<file path="src/rtl/fetch_pkg.sv">
// Shared types and widths for the instruction fetch stage.
package fetch_pkg;

    localparam int XLEN    = 32;
    localparam int INSTR_W = 32;

    // IDLE: nothing outstanding, REQ: request presented, WAIT: accepted, awaiting response
    typedef enum logic [1:0] {
        IDLE = 2'd0,
        REQ  = 2'd1,
        WAIT = 2'd2
    } fetch_state_e;

    typedef struct packed {
        logic [XLEN-1:0]    pc;
        logic [INSTR_W-1:0] instr;
    } fetch_entry_t;

endpackage

</file>
<file path="src/rtl/fetch_buf.sv">
// Two-entry fetch buffer. Entry 0 is always the head so the outputs come
// straight from flops; a pop shifts entry 1 down. Flush wins over push/pop.
module fetch_buf
    import fetch_pkg::*;
(
    input  logic         clk,
    input  logic         rst_n,
    input  logic         push,
    input  logic         pop,
    input  logic         flush,
    input  fetch_entry_t push_data,
    output fetch_entry_t head,
    output logic [1:0]   count,
    output logic         full,
    output logic         empty
);

    fetch_entry_t e0_r, e0_s, e1_r, e1_s;
    logic         v0_r, v0_s, v1_r, v1_s;
    logic         pop_s;

    assign pop_s = pop & v0_r;

    // Next-state of the two slots: flush, then shift on pop, then fill first free slot
    always_comb begin
        e0_s = e0_r;
        e1_s = e1_r;
        v0_s = v0_r;
        v1_s = v1_r;
        if (flush) begin
            v0_s = 1'b0;
            v1_s = 1'b0;
        end else begin
            if (pop_s) begin
                e0_s = e1_r;
                v0_s = v1_r;
                v1_s = 1'b0;
            end else begin
            end
            if (push) begin
                if (!v0_s) begin
                    e0_s = push_data;
                    v0_s = 1'b1;
                end else if (!v1_s) begin
                    e1_s = push_data;
                    v1_s = 1'b1;
                end else begin
                end
            end else begin
            end
        end
    end

    // Slot registers
    always_ff @(posedge clk or negedge rst_n) begin
        if (!rst_n) begin
            e0_r <= '0;
            e1_r <= '0;
            v0_r <= 1'b0;
            v1_r <= 1'b0;
        end else begin
            e0_r <= e0_s;
            e1_r <= e1_s;
            v0_r <= v0_s;
            v1_r <= v1_s;
        end
    end

    assign head  = e0_r;
    assign count = {v1_r, v0_r & ~v1_r};
    assign full  = v1_r;
    assign empty = ~v0_r;

    fetch_buf_chk u_chk (
        .clk   (clk),
        .rst_n (rst_n),
        .push  (push),
        .pop   (pop),
        .flush (flush),
        .full  (full)
    );

endmodule

</file>
<file path="src/rtl/fetch_buf_chk.sv">
// Property checker for the fetch buffer: a push must never land on a full
// buffer unless a pop or flush frees a slot in the same cycle.
module fetch_buf_chk (
    input logic clk,
    input logic rst_n,
    input logic push,
    input logic pop,
    input logic flush,
    input logic full
);

    no_overflow_a: assert property (@(posedge clk) disable iff (!rst_n)
        !(push && full && !pop && !flush))
        else $error("fetch_buf overflow: push into full buffer");

endmodule

</file>
<file path="src/rtl/pc_fetch_unit.sv">
// Fetch stage: owns the PC, issues one instruction-memory request at a time,
// buffers up to two returned instructions and squashes wrong-path fetches
// after a redirect.
module pc_fetch_unit #(
    parameter int                 XLEN     = fetch_pkg::XLEN,
    parameter logic [XLEN-1:0]    RESET_PC = '0
) (
    input  logic            clk,
    input  logic            rst_n,
    input  logic            redirect_valid,
    input  logic [XLEN-1:0] redirect_pc,
    output logic            imem_req_valid,
    input  logic            imem_req_ready,
    output logic [XLEN-1:0] imem_addr,
    input  logic            imem_rsp_valid,
    input  logic [31:0]     imem_rsp_data,
    output logic            if_valid,
    input  logic            if_ready,
    output logic [XLEN-1:0] if_pc,
    output logic [31:0]     if_instr
);
    import fetch_pkg::*;

    localparam logic [XLEN-1:0] PC_STEP    = XLEN'(3'd4);
    localparam logic [XLEN-1:0] ALIGN_MASK = ~(XLEN'(2'd3));

    fetch_state_e    state_r, state_s;
    logic [XLEN-1:0] pc_r, pc_s, addr_r, addr_s;
    logic            kill_r, kill_s, req_valid_r, req_valid_s;
    logic            push_s, pop_s, flush_s, accept_s, credit_s;
    logic [1:0]      count_s, occ_next_s;
    logic            full_s, empty_s;
    fetch_entry_t    push_data_s, head_s;

    assign pop_s       = ~empty_s & if_ready;
    assign accept_s    = req_valid_r & imem_req_ready;
    assign push_data_s = '{pc: addr_r, instr: imem_rsp_data};

    // FSM next state, PC sequencing, kill tracking and credit check
    always_comb begin
        state_s     = state_r;
        pc_s        = pc_r;
        addr_s      = addr_r;
        kill_s      = kill_r;
        req_valid_s = req_valid_r;
        push_s      = 1'b0;
        flush_s     = 1'b0;
        credit_s    = 1'b0;
        occ_next_s  = count_s - {1'b0, pop_s};
        if (redirect_valid) begin
            // Redirect beats any pop, push or response in the same cycle
            pc_s    = redirect_pc & ALIGN_MASK;
            flush_s = 1'b1;
            case (state_r)
                REQ: begin
                    kill_s = 1'b1;
                    if (accept_s) begin
                        state_s     = WAIT;
                        req_valid_s = 1'b0;
                    end else begin
                    end
                end
                WAIT: begin
                    if (imem_rsp_valid) begin
                        // Response consumed right now, nothing left to kill
                        kill_s  = 1'b0;
                        state_s = IDLE;
                    end else begin
                        kill_s = 1'b1;
                    end
                end
                default: begin
                end
            endcase
        end else begin
            case (state_r)
                IDLE: begin
                    credit_s = ~full_s | pop_s;
                    if (credit_s) begin
                        state_s     = REQ;
                        req_valid_s = 1'b1;
                        addr_s      = pc_r;
                        pc_s        = pc_r + PC_STEP;
                    end else begin
                    end
                end
                REQ: begin
                    if (accept_s) begin
                        state_s     = WAIT;
                        req_valid_s = 1'b0;
                    end else begin
                    end
                end
                WAIT: begin
                    if (imem_rsp_valid) begin
                        push_s     = ~kill_r;
                        kill_s     = 1'b0;
                        occ_next_s = count_s + {1'b0, push_s} - {1'b0, pop_s};
                        credit_s   = (occ_next_s < 2'd2);
                        if (credit_s) begin
                            state_s     = REQ;
                            req_valid_s = 1'b1;
                            addr_s      = pc_r;
                            pc_s        = pc_r + PC_STEP;
                        end else begin
                            state_s = IDLE;
                        end
                    end else begin
                    end
                end
                default: begin
                    state_s     = IDLE;
                    req_valid_s = 1'b0;
                end
            endcase
        end
    end

    // State, PC, kill and registered request outputs
    always_ff @(posedge clk or negedge rst_n) begin
        if (!rst_n) begin
            state_r     <= IDLE;
            pc_r        <= RESET_PC;
            addr_r      <= '0;
            kill_r      <= 1'b0;
            req_valid_r <= 1'b0;
        end else begin
            state_r     <= state_s;
            pc_r        <= pc_s;
            addr_r      <= addr_s;
            kill_r      <= kill_s;
            req_valid_r <= req_valid_s;
        end
    end

    fetch_buf u_buf (
        .clk       (clk),
        .rst_n     (rst_n),
        .push      (push_s),
        .pop       (pop_s),
        .flush     (flush_s),
        .push_data (push_data_s),
        .head      (head_s),
        .count     (count_s),
        .full      (full_s),
        .empty     (empty_s)
    );

    assign imem_req_valid = req_valid_r;
    assign imem_addr      = addr_r;
    assign if_valid       = ~empty_s;
    assign if_pc          = head_s.pc;
    assign if_instr       = head_s.instr;

endmodule

</file>
<file path="config.mk">
export PLATFORM = sky130hd
export DESIGN_NAME = pc_fetch_unit
export DESIGN_NICKNAME = d
export VERILOG_FILES = /design/src/rtl/fetch_pkg.sv /design/src/rtl/fetch_buf.sv /design/src/rtl/fetch_buf_chk.sv /design/src/rtl/pc_fetch_unit.sv
export SDC_FILE = /design/constraint.sdc
export NUM_CORES = 1
export LEC_CHECK = 0
export BUFFER_PORTS_ARGS = -buffer_cell sky130_fd_sc_hd__buf_2
export CAP_MARGIN = 30
export CORE_MARGIN = 2
export CORE_UTILIZATION = 50
export DETAILED_ROUTE_END_ITERATION = 12
export GPL_TIMING_DRIVEN = 0
export PLACE_DENSITY_LB_ADDON = 0.1
export SKIP_CTS_REPAIR_TIMING = 1
export SYNTH_ARGS = -nofsm -noshare
export SYNTH_HDL_FRONTEND = slang
export SYNTH_SLANG_ARGS = --single-unit
</file>
<file path="constraint.sdc">
create_clock -name clk -period 2.34 [get_ports clk]
set_input_delay 0.702 -clock clk [delete_from_list [all_inputs] [get_ports clk]]
set_output_delay 0.702 -clock clk [all_outputs]
set_load 0.05 [all_outputs]
</file>
==> run_results.csv, run 1 <==
group,metric,value,unit
outcome,status,"finished, violations left",
outcome,failed_checks,"setup timing",
layout,finish.instance_area,10840,sq um
cts,htree_levels,4,
layout,final_layout_size_suffix_gt1_frac,0.3622,
placed_design,dpl.hpwl,15680,um
setup_path,crit_chain,"nand2_8, inv_4, ha_4, nor2b_4, o2111a_2, o31ai_4, nor2_4, buf_4, buf_8, mux2_4",
setup_path,cp.arrival,2.76,ns
drt,drt-vias-per-instance,5.682,
drt,drc_errors,0,
grt,grt_antenna_before_repair,0,
drt,ant_nets,0,
setup_path,max_stage_delay,0.50,ns
synthesis,synthesis.area_per_instance,11.55,sq um
timing,final.period_utilization,1.047,
timing,setup_violations,18,
power_and_ir_drop,pwr_density_cell,1130,nW/um^2
floorplan,die_width,136.0,um
synthesis,postSynthRegisterBits,192,
drt,routed-via-count,6784,
grt,vias_in_the_first_global_route,6726,
floorplan,die_y,136.0,um
cts,clkTransAtPathRegs,0.07,ns
grt,maximum_number_of_pins_on_one_net_before_global_route_repair,106,
timing,fin_skew,0.01169,ns
timing,finalSetupTns,-1.009,ns
synthesis,synthArstFlopShare,1.000,
synthesis,synth_warnings,0,
timing,actual_slew_at_the_worst_max_slew_pin,0.8031,ns
setup_path,timing_worst_setup_path_type,"reg -> reg",
setup_path,crit_slowest_cell,"sky130_fd_sc_hd__dfrtp_2",
placed_design,routabilityCongestion,0.8440,
grt,first_pass_grt_wire_length,34640,um
placed_design,place.port_buffers,162,
drt,drt_first_iter_violations,396,
placed_design,dpl.cell_count,1144,
layout,post_layout_nonfiller_instances,1194,
setup_path,timing.critical_path.depth,10,
layout,fill_cells,1461,
layout,area_delta_synth_final,24.36,%
timing,report.final.slew_viol_count,0,
drt,wl_per_cell,18.85,um
synthesis,post_synth_inst_count,755,
setup_path,r2r_cells,10,
cts,clock_tree_from_tritoncts,"built",
timing,timing.final.hold_violations,0,
setup_path,path_delay_family,"compound AO/OA/AOI/OAI gates",
timing,final.setup.worst_slack,-0.1089,ns
floorplan,fp.dieArea,18510,sq um
power_and_ir_drop,power.ir.vdd_worst,876.2,uV
setup_path,cp_num_buf_inv,3,
cts,cts_root_buf,"sky130_fd_sc_hd__clkbuf_16",
drt,detail_route.first_pass.iterations,5,
floorplan,std_cell_rows,48,
setup_path,setup.worst_path.end_class,"flop",
cts,clock_tree.buffer_depth,2,
power_and_ir_drop,p_leak,4.989,nW
synthesis,synthFlopType,"sky130_fd_sc_hd__dfrtp_1",
cts,clock_sink_count,192,
flow_run,drv.max_cap_violation_count,0,
timing,final_period_minus_worst_setup_slack,2.449,ns
synthesis,post_synth_edffs,0,
synthesis,seq_total_area_yosys,0.5512,
timing,slew_headroom,0.4640,
synthesis,post_synth_num_cell_types,65,
floorplan,total_core_area,17180,sq um
setup_path,cp_max_fo,7,
setup_path,start_kind,"flop",
layout,num-nets-final,1032,
setup_path,worstPathRequired,2.65,ns
cts,clock_latency,0.43,ns
floorplan,floorplan.initialDensity,0.5075,
timing,clock.fmax,0.4084,GHz
placed_design,place_area,9884,sq um
grt,grt_overflow,0,
grt,grt.total_usage,0.2427,
hold_path,worstHoldPathType,"in -> async",
floorplan,top_level_ports,168,
drt,detail_route.wirelength,22500,um
layout,diodes,0,
cts,cts_inserted_buffers,17,
synthesis,syn-cell-area,8717,sq um
timing,rsz0062_at_grt,"yes",
-- worst paths after layout --
check / from / slack (ns) / endpoint
setup / recovery: u_buf.v0_r$_DFF_PN0_ / -0.11 / imem_addr[18]$_DFFE_PN0P_
hold / removal: rst_n / 0.27 / u_buf.head[14]$_DFFE_PN0N_
setup reg to reg: u_buf.v0_r$_DFF_PN0_ / -0.11 / imem_addr[18]$_DFFE_PN0P_
hold reg to reg: u_buf.e1_r[34]$_DFFE_PN0P_ / 0.51 / u_buf.e1_r[34]$_DFFE_PN0P_
max in group asynchronous: rst_n / 1.13 / pc_r[17]$_DFFE_PN0P_
min in group clk: redirect_pc[9] / 0.48 / pc_r[9]$_DFFE_PN0P_
-- stage by stage --
step           hold slack [ns]  total power [mW]  utilization  worst slack [ns]
6_report                0.2715             12.25       0.6311           -0.1089
4_1_cts                 0.2974             11.83       0.6093           -0.4457
2_1_floorplan           0.4064             7.694            -          -0.07255
3_5_place_dp            0.4940             8.955       0.5755           -0.6173
5_1_grt                 0.3226             12.80       0.6311           -0.1696
3_3_place_gp            0.4677             8.812       0.5733            -2.786
-- worst register-to-register path: stages, from the launching register on --
cell and delay (ns):
sky130_fd_sc_hd__dfrtp_2 0.50, sky130_fd_sc_hd__nand2_8 0.11, sky130_fd_sc_hd__inv_4 0.04, sky130_fd_sc_hd__ha_4 0.26, sky130_fd_sc_hd__nor2b_4 0.05, sky130_fd_sc_hd__o2111a_2 0.30
sky130_fd_sc_hd__o31ai_4 0.37, sky130_fd_sc_hd__nor2_4 0.11, sky130_fd_sc_hd__buf_4 0.15, sky130_fd_sc_hd__buf_8 0.13, sky130_fd_sc_hd__mux2_4 0.30
-- sequential cells by signal, summed over array words and instances (netlist names) --
| register | cells |
|---|---|
| state_r | 2 |
| u_buf.full | 1 |
| u_buf.e1_r | 62 |
| imem_addr | 30 |
| pc_r | 30 |
| kill_r | 1 |
| u_buf.v0_r | 1 |
| u_buf.head | 64 |
| imem_req_valid | 1 |
-- power breakdown --
part | total [mW] | internal, mW | switching, mW
combinational | 4.79 | 1.45 | 3.34
sequential | 4.57 | 3.99 | 0.579
clock | 2.88 | 1.61 | 1.27
-- layout by cell type, fill, tap and decap left out, drive strengths merged, types with 3 or more instances in the layout --
cell type / netlist / final
nor3: 7 / 7
nand2b: 7 / 7
nor2: 27 / 27
nand2: 92 / 92
o31ai: 9 / 9
or4: 10 / 10
o311ai: 3 / 3
inv: 12 / 15
ha: 6 / 6
mux2: 91 / 91
clkinv: 0 / 5
a31oi: 22 / 22
nand4: 10 / 10
nor4: 3 / 3
o31a: 3 / 3
mux2i: 63 / 63
dfrtp: 192 / 192
o21ai: 85 / 85
nand3: 12 / 12
or3: 13 / 13
and2: 4 / 4
clkbuf: 28 / 49
a21oi: 5 / 5
buf: 17 / 197
xnor2: 3 / 3
-- synthesized netlist by cell type (all sizes together) (3+ instances only) --
master | count | area share
a21oi | 5 | 0.0029
a31oi | 22 | 0.016
and2 | 4 | 0.0029
buf | 17 | 0.012
clkbuf | 28 | 0.012
dfrtp | 192 | 0.55
ha | 6 | 0.0086
inv | 12 | 0.0052
mux2 | 91 | 0.12
mux2i | 63 | 0.072
nand2 | 92 | 0.040
nand2b | 7 | 0.0050
nand3 | 12 | 0.0069
nand4 | 10 | 0.0079
nor2 | 27 | 0.012
nor3 | 7 | 0.0052
nor4 | 3 | 0.0029
o21ai | 85 | 0.049
o311ai | 3 | 0.0050
o31a | 3 | 0.0030
o31ai | 9 | 0.0093
or3 | 13 | 0.0099
or4 | 10 | 0.0086
xnor2 | 3 | 0.0030
-- cell families (layout without fill, tap and decap cells) --
family          Yosys count  after routing  synth area share
buf+inv                  57            270           0.02914
simple gates            193            193            0.1081
flops                   192            192            0.5512
compound gates          147            147            0.1077
fa+ha+maj                 6              6          0.008612
mux                     154            154            0.1899
xor+xnor                  5              5          0.005025
other cells               1              2         0.0004302
-- final cells by class --
class                   instances  area (sq um)  area share
clock inverters                12         133.9     0.01235
multi-input cells             507          3847      0.3549
repair buffers                182          1023     0.09441
inverters                      12         47.55    0.004386
well taps                     225         281.5     0.02597
flip-flops and latches        192          4806      0.4433
plain buffers                  44         254.0     0.02343
clock buffers                  20         446.7     0.04120
-- metal layers --
| metal | vias to the layer above | part of all wire | global-route usage |
|---|---|---|---|
| li1 | 3130 | - | - |
| met1 | 3409 | 0.44 | 0.3168 |
| met2 | 206 | 0.48 | 0.3948 |
| met3 | 39 | 0.050 | 0.04735 |
| met4 | 0 | 0.033 | 0.1071 |
| met5 | - | 0 | 0 |
No activity file was read; power rests on OpenSTA's default activity.
==> run 2, diff against run 1 <==
==> constraint.sdc (replaced) <==
create_clock -name clk -period 2.34 [get_ports clk]
set_input_delay 0.234 -clock clk [delete_from_list [all_inputs] [get_ports clk]]
set_output_delay 0.234 -clock clk [all_outputs]
set_load 0.05 [all_outputs]
==> run 2 against run 1 <==
Net effect:
- the flow still finishes with violations (setup timing)
- clock skew is essentially flat
- final area up 2.2%
- hold slack worse by 0.26 ns
- count of clock-buffer cells in the layout is 1 higher
- cell count increased by 0.75%
- sequential power about the same
- global-route usage up 0.25 points
- combinational power rose by 2%
- via count barely moved
- setup slack improved by 0.032 ns
- maximum frequency rose by 1.3%
- critical path depth decreased by 1
==> run_results.csv, run 2 (synthesis results as in run 1) <==
group,metric,value,unit
cts,cts_root_buf,"sky130_fd_sc_hd__clkbuf_16",
timing,fin_skew,0.01215,ns
drt,ant_nets,0,
floorplan,floorplan.initialDensity,0.5075,
layout,diodes,0,
drt,drt_first_iter_violations,320,
grt,grt_overflow,0,
power_and_ir_drop,total_power,12.53,mW
cts,cts_inserted_buffers,17,
timing,finalSetupTns,-1.135,ns
setup_path,setup.worst_path.end_class,"flop",
drt,drc_errors,0,
timing,report.final.slew_viol_count,0,
drt,drt-vias-per-instance,5.638,
timing,actual_slew_at_the_worst_max_slew_pin,0.6825,ns
setup_path,cp.arrival,2.77,ns
timing,setup_violations,25,
layout,highest_count_cells_in_the_layout_ignoring_fill_and_taps,"sky130_fd_sc_hd__dfrtp_1, sky130_fd_sc_hd__buf_2, sky130_fd_sc_hd__nand2_1, sky130_fd_sc_hd__o21ai_0, sky130_fd_sc_hd__mux2i_1",
floorplan,top_level_ports,168,
cts,clock_latency,0.44,ns
grt,maximum_number_of_pins_on_one_net_before_global_route_repair,115,
timing,slew_headroom,0.5450,
hold_path,worstHoldPathType,"in -> reg",
floorplan,fp.dieArea,18510,sq um
cts,clock_tree_from_tritoncts,"built",
grt,vias_in_the_first_global_route,6703,
cts,htree_levels,4,
timing,final_period_minus_worst_setup_slack,2.417,ns
timing,clock.fmax,0.4138,GHz
drt,routed-via-count,6782,
timing,timing.final.hold_violations,0,
layout,final_util,0.6449,
power_and_ir_drop,p_leak,5.076,nW
layout,finish.instance_area,11080,sq um
grt,first_pass_grt_wire_length,34870,um
layout,final_layout_size_suffix_gt1_frac,0.3763,
cts,clock_tree.buffer_depth,2,
timing,rsz0062_at_grt,"yes",
grt,grt.total_usage,0.2452,
layout,largest_register_ffs,64,
placed_design,place_area,9873,sq um
setup_path,cp_max_fo,8,
setup_path,worstPathRequired,2.70,ns
setup_path,timing_worst_setup_path_type,"reg -> reg",
layout,fill_cells,1388,
cts,clock_sink_count,192,
power_and_ir_drop,power.ir.vdd_worst,613.2,uV
grt,grt_antenna_before_repair,0,
placed_design,dpl.hpwl,15860,um
timing,final.setup.worst_slack,-0.07679,ns
drt,detail_route.wirelength,22820,um
power_and_ir_drop,pwr_density_cell,1131,nW/um^2
setup_path,start_kind,"flop",
outcome,status,"finished, violations left",
floorplan,die_width,136.0,um
drt,wl_per_cell,18.97,um
layout,area_delta_synth_final,27.07,%
layout,final_common_cell,"sky130_fd_sc_hd__dfrtp_1",
flow_run,drv.max_cap_violation_count,0,
layout,multi_input_area,3940,sq um
floorplan,total_core_area,17180,sq um
floorplan,std_cell_rows,48,
outcome,failed_checks,"setup timing",
cts,clkTransAtPathRegs,0.07,ns
floorplan,die_y,136.0,um
layout,num-nets-final,1041,
timing,final.period_utilization,1.033,
placed_design,routabilityCongestion,0.8278,
drt,detail_route.first_pass.iterations,5,
placed_design,place.port_buffers,162,
layout,sequential_cell_area_in_the_final_layout,4806,sq um
## run 2: stage by stage
step	setup slack [ns]	hold slack [ns]	std cells
final	-0.07679	0.01279	1203
after global routing	-0.1377	0.01026	1203
after CTS	-0.4186	-0.2067	1176
after detailed placement	-0.4119	0.2557	1144
after global placement	-2.277	0.4495	1143
after floorplan	-0.06734	-0.06159	756
## run 2: path summary, 6_finish.rpt
check | startpoint | to | slack [ns] | depth (start not counted)
worst max-delay path | u_buf.v0_r$_DFF_PN0_ | pc_r[27]$_DFFE_PN0P_ | -0.08 | 9
worst min-delay path | redirect_pc[9] | pc_r[9]$_DFFE_PN0P_ | 0.01 | 3
worst max register to register | u_buf.v0_r$_DFF_PN0_ | pc_r[27]$_DFFE_PN0P_ | -0.08 | 9
worst min register to register | u_buf.e1_r[63]$_DFFE_PN0P_ | u_buf.e1_r[63]$_DFFE_PN0P_ | 0.50 | 2
max in group asynchronous | rst_n | u_buf.head[59]$_DFFE_PN0N_ | 1.03 | 3
min in group asynchronous | rst_n | u_buf.head[14]$_DFFE_PN0N_ | 0.36 | 2
## run 2: layer usage
metal	share of wire	track usage
met1	0.42	0.3228
met2	0.49	0.4012
met3	0.058	0.04474
met4	0.030	0.1019
met5	0	0
## run 2: area by class of cell
cell class / instances / share of cell area
inverter: 12 / 0.004292
buffer: 44 / 0.02293
multi-input combinational: 507 / 0.3557
timing repair buffer: 191 / 0.1018
sequential: 192 / 0.4339
clock buffer: 21 / 0.04247
tap: 225 / 0.02542
clock inverter: 11 / 0.01355
## run 2: critical path, cell delays in order (launching register included)
cell and delay [ns]:
sky130_fd_sc_hd__dfrtp_2 0.49, sky130_fd_sc_hd__nand2_8 0.09, sky130_fd_sc_hd__inv_4 0.04, sky130_fd_sc_hd__ha_4 0.15
sky130_fd_sc_hd__nand3b_1 0.22, sky130_fd_sc_hd__or3_4 0.40, sky130_fd_sc_hd__a31o_4 0.28, sky130_fd_sc_hd__buf_8 0.14
sky130_fd_sc_hd__or3_4 0.34, sky130_fd_sc_hd__a31oi_4 0.18
## run 2: report_power, final
part / internal (mW) / leakage (nW) / switching [mW] / total, mW
registers: 3.99 / 2.48 / 0.577 / 4.57
logic: 1.51 / 2.29 / 3.39 / 4.90
clock network: 1.78 / 0.300 / 1.28 / 3.06
==> run 3, diff against run 2 <==
MAX_ROUTING_LAYER = met4   (was not set)
RECOVER_POWER = 100   (was not set)
==> run 3 against run 2 <==
Net effect:
- largest power group is now registers
- the run still ends with setup timing left
- clock skew down 0.0048 ns
- first-iteration DRC count increased by 34%
- critical endpoint is now imem_addr[20]$_DFFE_PN0P_
- cell count decreased by 1.0%
- flip-flop and latch count unchanged
==> run_results.csv, run 3 (synthesis results as in run 1) <==
group,metric,value,unit
power_and_ir_drop,pwr_density_cell,1123,nW/um^2
timing,actual_slew_at_the_worst_max_slew_pin,0.7461,ns
cts,cts_inserted_buffers,17,
setup_path,setup.worst_path.end_class,"flop",
hold_path,worstHoldPathType,"in -> reg",
layout,area_delta_synth_final,21.64,%
layout,num-nets-final,1029,
drt,ant_nets,0,
drt,wl_per_cell,19.08,um
setup_path,cp_max_fo,6,
drt,drt-vias-per-instance,5.715,
floorplan,floorplan.initialDensity,0.5075,
setup_path,start_kind,"flop",
power_and_ir_drop,power.ir.vdd_worst,896.8,uV
drt,drc_errors,0,
placed_design,routabilityCongestion,0.8415,
timing,slew_headroom,0.5021,
layout,final_layout_size_suffix_gt1_frac,0.2526,
layout,diodes,0,
setup_path,worstPathRequired,2.65,ns
cts,cts_root_buf,"sky130_fd_sc_hd__clkbuf_16",
placed_design,place.port_buffers,162,
timing,rsz0062_at_grt,"yes",
outcome,failed_checks,"setup timing",
cts,clkTransAtPathRegs,0.07,ns
timing,fin_skew,0.007305,ns
floorplan,die_y,136.0,um
layout,highest_count_cells_in_the_layout_ignoring_fill_and_taps,"sky130_fd_sc_hd__dfrtp_1, sky130_fd_sc_hd__clkbuf_1, sky130_fd_sc_hd__nand2_1, sky130_fd_sc_hd__o21ai_0, sky130_fd_sc_hd__buf_2",
setup_path,cp.arrival,2.74,ns
floorplan,die_width,136.0,um
floorplan,fp.dieArea,18510,sq um
grt,maximum_number_of_pins_on_one_net_before_global_route_repair,118,
drt,detail_route.wirelength,22730,um
placed_design,dpl.hpwl,15830,um
floorplan,top_level_ports,168,
layout,final_util,0.6174,
power_and_ir_drop,total_power,11.90,mW
grt,grt_antenna_before_repair,0,
grt,grt_overflow,0,
timing,clock.fmax,0.4118,GHz
cts,clock_latency,0.43,ns
power_and_ir_drop,p_leak,4.620,nW
floorplan,total_core_area,17180,sq um
flow_run,drv.max_cap_violation_count,0,
drt,drt_first_iter_violations,430,
timing,final.setup.worst_slack,-0.08860,ns
cts,clock_sink_count,192,
grt,vias_in_the_first_global_route,6879,
layout,largest_register_ffs,64,
layout,final_common_cell,"sky130_fd_sc_hd__dfrtp_1",
timing,report.final.slew_viol_count,0,
grt,grt.total_usage,0.2534,
cts,clock_tree.buffer_depth,2,
timing,setup_violations,14,
floorplan,std_cell_rows,48,
setup_path,timing_worst_setup_path_type,"reg -> reg",
grt,first_pass_grt_wire_length,35190,um
cts,clock_tree_from_tritoncts,"built",
timing,final.period_utilization,1.038,
outcome,status,"finished, violations left",
drt,detail_route.first_pass.iterations,5,
cts,htree_levels,4,
drt,routed-via-count,6806,
timing,hold_ws,0.01065,ns
timing,timing.final.hold_violations,0,
timing,final_period_minus_worst_setup_slack,2.429,ns
[run 3: where the power goes]
| group | switching (mW) | internal, mW |
|---|---|---|
| clock network | 1.31 | 1.51 |
| logic | 3.30 | 1.19 |
| registers | 0.595 | 3.99 |
[run 3: area by class of cell]
class | instances | area (sq um)
buffer | 44 | 244.0
clock buffer | 18 | 439.2
clock inverter | 14 | 128.9
fill | 1441 | 6573
inverter | 12 | 47.55
multi-input combinational | 507 | 3775
sequential | 192 | 4806
tap | 225 | 281.5
timing repair buffer | 179 | 882.1
[run 3: routing by layer]
metal / vias up / wire, um / GRT usage
met5: - / 0 / -
met4: 0 / 731 / 0.1134
met3: 43 / 1194 / 0.04176
met2: 235 / 11130 / 0.4051
met1: 3426 / 9679 / 0.3189
li1: 3102 / - / -
[run 3: worst max-delay path, stage by stage (launching register included)]
cell	delay (ns)
sky130_fd_sc_hd__dfrtp_2	0.46
sky130_fd_sc_hd__nand2_4	0.11
sky130_fd_sc_hd__inv_4	0.05
sky130_fd_sc_hd__ha_4	0.27
sky130_fd_sc_hd__nor2b_4	0.05
sky130_fd_sc_hd__o2111a_2	0.31
sky130_fd_sc_hd__o31ai_4	0.38
sky130_fd_sc_hd__nor2_4	0.11
sky130_fd_sc_hd__buf_6	0.14
sky130_fd_sc_hd__buf_8	0.13
sky130_fd_sc_hd__mux2_4	0.29
[run 3: worst paths after layout]
kind	from	endpoint	slack, ns	depth (start not counted)
worst max register to register	u_buf.v0_r$_DFF_PN0_	imem_addr[20]$_DFFE_PN0P_	-0.09	10
worst min-delay path	redirect_pc[16]	pc_r[16]$_DFFE_PN0P_	0.01	3
max in group asynchronous	rst_n	u_buf.e1_r[52]$_DFFE_PN0P_	1.00	3
worst max-delay path	u_buf.v0_r$_DFF_PN0_	imem_addr[20]$_DFFE_PN0P_	-0.09	10
worst min register to register	u_buf.e1_r[63]$_DFFE_PN0P_	u_buf.e1_r[63]$_DFFE_PN0P_	0.50	2
min in group asynchronous	rst_n	u_buf.e1_r[10]$_DFFE_PN0P_	0.36	2
[run 3: stage by stage]
step                TNS [ns]  area (sq um)  setup WS (ns)  cells
finish               -0.4918         10600       -0.08860   1191
global route          -3.535         10600        -0.1446   1191
CTS                   -39.49         10440        -0.4608   1176
detailed placement    -36.69          9873        -0.4434   1144
global placement     -392.13          9836         -2.246   1143
floorplan             -1.262          8743       -0.06734    756
